==> config.mk <==
export PLATFORM = sky130hd
export DESIGN_NAME = fp_compare_pipe
export DESIGN_NICKNAME = d
export VERILOG_FILES = /design/src/rtl/fp_compare_pipe.sv
export SDC_FILE = /design/constraint.sdc
export NUM_CORES = 1
export LEC_CHECK = 0
export CORE_AREA = 2 2 151 153
export CTS_CLUSTER_SIZE = 40
export DETAILED_ROUTE_END_ITERATION = 8
export DIE_AREA = 0 0 153 155
export HOLD_SLACK_MARGIN = 0.02
export PLACE_DENSITY = 0.65
export SLEW_MARGIN = 5
export SYNTH_ARGS = -nofsm -noshare
export SYNTH_HDL_FRONTEND = slang
export SYNTH_SLANG_ARGS = --single-unit
export TNS_END_PERCENT = 5
==> constraint.sdc <==
create_clock -name clk -period 4.5 [get_ports clk]
set_clock_uncertainty 0.2 [all_clocks]
set_input_delay 0.675 -clock clk [delete_from_list [all_inputs] [get_ports clk]]
set_output_delay 0.675 -clock clk [all_outputs]
set_load 0.03 [all_outputs]
==> src/rtl/fp_compare_pipe.sv <==
// Two-stage pipelined IEEE-754 comparator: eq/gt/lt/unordered flags, invalid flag and
// minNum/maxNum results behind a valid/ready handshake with full backpressure.
`timescale 1ns/1ps
module fp_compare_pipe #(
  parameter int unsigned EXP_W = 8,
  parameter int unsigned MAN_W = 23
) (
  input  logic                   clk,
  input  logic                   rst,
  input  logic                   in_valid,
  output logic                   in_ready,
  input  logic [EXP_W+MAN_W:0]   a,
  input  logic [EXP_W+MAN_W:0]   b,
  output logic                   out_valid,
  input  logic                   out_ready,
  output logic                   eq,
  output logic                   gt,
  output logic                   lt,
  output logic                   unord,
  output logic                   invalid,
  output logic [EXP_W+MAN_W:0]   min_out,
  output logic [EXP_W+MAN_W:0]   max_out
);

  localparam int unsigned W = 1 + EXP_W + MAN_W;
  localparam logic [W-1:0] ALL1     = '1;
  localparam logic [W-1:0] NEG_ZERO = ~(ALL1 >> 1);
  localparam logic [W-1:0] POS_ZERO = '0;
  // Canonical quiet NaN: sign 0, exponent all ones, fraction MSB set, rest zero.
  localparam logic [W-1:0] QNAN     = (ALL1 >> 1) & ~(ALL1 >> (EXP_W + 2));

  function automatic logic is_nan(input logic [W-1:0] x);
    return (&x[W-2 -: EXP_W]) && (|x[MAN_W-1:0]);
  endfunction

  function automatic logic is_snan(input logic [W-1:0] x);
    return is_nan(x) && !x[MAN_W-1];
  endfunction

  logic           r_s1_valid;
  logic           r_a_sign, r_b_sign;
  logic           r_a_gt, r_a_eq;
  logic           r_a_nan, r_b_nan, r_a_snan, r_b_snan;
  logic           r_a_zero, r_b_zero;
  logic [W-1:0]   r_a, r_b;

  logic           w_s1_adv, w_s2_adv;
  logic           w_eq, w_gt, w_lt, w_unord, w_invalid;
  logic [W-1:0]   w_min, w_max;

  assign w_s2_adv = !out_valid || out_ready;
  assign w_s1_adv = w_s2_adv || !r_s1_valid;
  assign in_ready = w_s1_adv;

  // Stage 1: operand classification and unsigned magnitude compare.
  always_ff @(posedge clk) begin
    if (rst) begin
      r_s1_valid <= 1'b0;
      r_a_sign   <= 1'b0;
      r_b_sign   <= 1'b0;
      r_a_gt     <= 1'b0;
      r_a_eq     <= 1'b0;
      r_a_nan    <= 1'b0;
      r_b_nan    <= 1'b0;
      r_a_snan   <= 1'b0;
      r_b_snan   <= 1'b0;
      r_a_zero   <= 1'b0;
      r_b_zero   <= 1'b0;
      r_a        <= '0;
      r_b        <= '0;
    end else if (w_s1_adv) begin
      r_s1_valid <= in_valid;
      if (in_valid) begin
        r_a_sign <= a[W-1];
        r_b_sign <= b[W-1];
        r_a_gt   <= a[W-2:0] > b[W-2:0];
        r_a_eq   <= a[W-2:0] == b[W-2:0];
        r_a_nan  <= is_nan(a);
        r_b_nan  <= is_nan(b);
        r_a_snan <= is_snan(a);
        r_b_snan <= is_snan(b);
        r_a_zero <= ~|a[W-2:0];
        r_b_zero <= ~|b[W-2:0];
        r_a      <= a;
        r_b      <= b;
      end
    end
  end

  // Resolve ordering and minNum/maxNum from the stage-1 classification.
  always_comb begin
    w_eq      = 1'b0;
    w_gt      = 1'b0;
    w_lt      = 1'b0;
    w_unord   = 1'b0;
    w_invalid = 1'b0;
    w_min     = r_a;
    w_max     = r_a;
    if (r_a_nan || r_b_nan) begin
      w_unord   = 1'b1;
      w_invalid = r_a_snan || r_b_snan;
      if (r_a_nan && r_b_nan) begin
        w_min = QNAN;
        w_max = QNAN;
      end else if (r_a_nan) begin
        w_min = r_b;
        w_max = r_b;
      end
    end else if (r_a_zero && r_b_zero) begin
      w_eq  = 1'b1;
      w_min = (r_a_sign || r_b_sign) ? NEG_ZERO : POS_ZERO;
      w_max = (r_a_sign && r_b_sign) ? NEG_ZERO : POS_ZERO;
    end else begin
      if (r_a_sign != r_b_sign) begin
        w_lt = r_a_sign;
        w_gt = !r_a_sign;
      end else if (r_a_eq) begin
        w_eq = 1'b1;
      end else begin
        w_gt = r_a_gt ^ r_a_sign;
        w_lt = !w_gt;
      end
      w_min = w_gt ? r_b : r_a;
      w_max = w_gt ? r_a : r_b;
    end
  end

  // Stage 2: registered result drives the outputs; held while stalled.
  always_ff @(posedge clk) begin
    if (rst) begin
      out_valid <= 1'b0;
      eq        <= 1'b0;
      gt        <= 1'b0;
      lt        <= 1'b0;
      unord     <= 1'b0;
      invalid   <= 1'b0;
      min_out   <= '0;
      max_out   <= '0;
    end else if (w_s2_adv) begin
      out_valid <= r_s1_valid;
      if (r_s1_valid) begin
        eq      <= w_eq;
        gt      <= w_gt;
        lt      <= w_lt;
        unord   <= w_unord;
        invalid <= w_invalid;
        min_out <= w_min;
        max_out <= w_max;
      end
    end
  end

endmodule

==> results.cfg <==
[synth]
synth_top_flop_cell = sky130_fd_sc_hd__dfxtp_1
library_cell_occupying_the_most_area_in_the_post_synthesis_netlist = sky130_fd_sc_hd__dfxtp_1
yosysTopAreaCellShare = 0.378
synth_enable_flop_cells = 0
post_synthesis_cells = 991
synth-warning-count = 0
synth_top_cells_by_area = sky130_fd_sc_hd__dfxtp_1 (38%), sky130_fd_sc_hd__nand2_1 (7.2%), sky130_fd_sc_hd__a21oi_1 (6.4%)
ys_seq_elements = 143
synth.yosys.seq_area_share = 0.378
syn_area_per_cell_sq_um = 7.63
synth.cell_area_sq_um = 7560
postSynth.asyncResetShare = 0
synth_cell_types = 37
synth_fp_nets = 1092

[critical_path]
endpoint_kind = flop
critical-path-max-stage-delay_ns = 0.61
timing.rr.end = min_out[23]$_SDFFE_PP0P_
critPathKind = reg -> reg
rrSetupSlack_ns = 1.38
reg2reg_from = r_a_sign$_SDFFE_PP0P_
worst_setup_path_endpoint = min_out[23]$_SDFFE_PP0P_
cp_max_fo = 42
cpMaxStageDelayCell = sky130_fd_sc_hd__and2b_1
timing_startpoint_of_the_critical_path = r_a_sign$_SDFFE_PP0P_
cp-start-kind = flop
worstPathCellList = inv_1, ha_1, and2b_1, buf_4, o21ai_0, a21o_1, a211oi_1
critical_path_required_ns = 4.62
rr_worst_depth = 7
worst_ep_arrival_time_ns = 3.24

[clock_network]
postcts_resize_cnt = 0
clkSlewWorstSetupHoldPaths_ns = 0.06
post_cts.repair.setup_buffers = 0
clock_tree_buffer_depth = 2
cts_made_buffers = 17
htree_num_levels = 4
insertion_delay_ns = 0.42
cts_num_sinks = 143
holdBufCountCts = 0
cts_tree = built
cts.root.buffer_cell = sky130_fd_sc_hd__clkbuf_16

[grt]
grt_resource_usage_total = 0.200
grt_antenna_before_repair = 0
global_route.overflow_total = 0
grt_pass1_vias = 7130
grt_pass1_wl_um = 38100
grt_start_max_net_pins = 68

[timing]
timing.final.crit_share = 0.694
fmaxAchievable_mhz = 320
total_setup_violations_reported_at_the_end_of_the_flow = 0
final_max_slew_viol_count = 0
max_slew.worst_pin.slew_ns = 1.30
rsz_0062_raised_after_global_routing = false
slew-limit-headroom = 0.132
fin_tns_setup_ns = 0
finalHoldViolations = 0
min_period_ns = 3.12

[pwr]
power.static_leakage_nw = 3.56
cellPowerDensity_nw_per_um2 = 369
ir_drop_mv = 0.199

[cells_and_area]
antenna-diode-count = 0
fillerInstances = 2284
finish.instance_area_sq_um = 9640
layout-drive-gt1-share = 0.0549
register_area_sq_um = 2860
multi_input_area_sq_um = 4170
area_growth_pct = 27.5
fin_nets = 1181

[placement]
placement.cell_area_sq_um = 9030
hpwlAfterDp_um = 16300
place_congestion = 0.851
numPortBuffers = 138

[die]
io-pin-count = 139
rows = 55
die_w_um = 153
design.core.area_sq_um = 22200
initial_core_util = 0.340
die-area_sq_um = 23700
fp.dieH_um = 155

[route]
final_antenna_net_count = 0
detail_route.iter0.violations = 595
vias = 7605
wire_per_inst_um = 17.2
route.detailed.vias_per_inst = 5.52
detail_route.drc_violations = 0
first_pass_iteration_count_of_the_detailed_router = 6
overall_routed_net_length_um = 23800

[run]
drv_cap = 0

[worst_hold_path]
hold_class = reg -> reg

[outcome]
status = complete, no violations
-- routing by layer --
layer	GRT usage	routed length (um)
met1	0.276	10800
met2	0.319	11000
met3	0.0390	1650
met4	0.0551	344
met5	0	0
-- cell usage after synthesis, drive strengths merged (19+ instances only) --
library cell,count
nor2,102
ha,33
a21o,63
nand2,145
buf,20
a211oi,66
nor4,19
clkbuf,61
nand3,66
a21oi,97
o21ai,71
a221oi,24
inv,37
dfxtp,143
-- worst max-delay path, delay by kind of cell, from the launching register on --
family,cells,cell delay (ns)
buf+inv,2,0.63
compound gates,3,0.61
simple gates,1,0.61
flops,1,0.50
fa+ha+maj,1,0.45
-- report_power, final --
group | switching, mW | internal (mW) | total (mW)
combinational | 0.408 | 0.277 | 0.685
clock | 0.576 | 0.888 | 1.46
sequential | 0.0602 | 1.34 | 1.40
-- worst min path at each step --
stage                     cells past startpoint               startpoint  slack (ns)                     end
after floorplan                               2  r_s1_valid$_SDFFE_PP0N_        0.25  out_valid$_SDFFE_PP0P_
after global placement                        2          lt$_SDFFE_PP0P_        0.24         lt$_SDFFE_PP0P_
after detailed placement                      2          lt$_SDFFE_PP0P_        0.25         lt$_SDFFE_PP0P_
after CTS                                     2          lt$_SDFFE_PP0P_        0.25         lt$_SDFFE_PP0P_
after global routing                          2          lt$_SDFFE_PP0P_        0.27         lt$_SDFFE_PP0P_
final                                         2          lt$_SDFFE_PP0P_        0.26         lt$_SDFFE_PP0P_
-- layout make-up --
type / count / area share
clock buffer: 19 / 0.0459
clock inverter: 13 / 0.0171
inverter: 37 / 0.0144
multi-input combinational: 730 / 0.433
sequential: 143 / 0.297
tap: 285 / 0.0370
timing repair buffer: 151 / 0.156
-- registers in the layout, summed over array words and instances, names as in the netlist, 31 cells and up --
name	count
r_a	31
max_out	32
r_b	31
min_out	32
-- cell usage in the layout, fill, tap and decap left out, types with 17 or more instances in the layout --
master and count:
sky130_fd_sc_hd__a21oi_1 97, sky130_fd_sc_hd__a221oi_1 24, sky130_fd_sc_hd__ha_1 33, sky130_fd_sc_hd__dfxtp_1 143
sky130_fd_sc_hd__nor4_1 19, sky130_fd_sc_hd__o21ai_0 70, sky130_fd_sc_hd__clkbuf_16 17, sky130_fd_sc_hd__inv_1 37
sky130_fd_sc_hd__a211oi_1 62, sky130_fd_sc_hd__nand2_1 142, sky130_fd_sc_hd__nand3_1 66, sky130_fd_sc_hd__clkdlybuf4s50_1 137
sky130_fd_sc_hd__a21o_1 63, sky130_fd_sc_hd__nor2_1 102
-- cell families after synthesis --
kind of cell             Yosys count  share of synthesized area
AND/OR/NAND/NOR                  365                      0.211
buffers and inverters            118                     0.0718
AO/OA/AOI/OAI                    332                      0.284
adder cells (fa/ha/maj)           33                     0.0546
flip-flops                       143                      0.378
-- stage by stage --
stage               hold WS (ns)  utilization  cells  setup slack, ns  power (mW)
floorplan                  0.248            -    991             2.20        1.86
global placement           0.243        0.406   1346             1.47        2.10
detailed placement         0.246        0.406   1346             1.35        2.11
CTS                        0.254        0.434   1378             1.38        3.58
global route               0.269        0.434   1378             1.11        3.72
finish                     0.257        0.434   1378             1.38        3.55
Power figures use the tool's default switching activity.
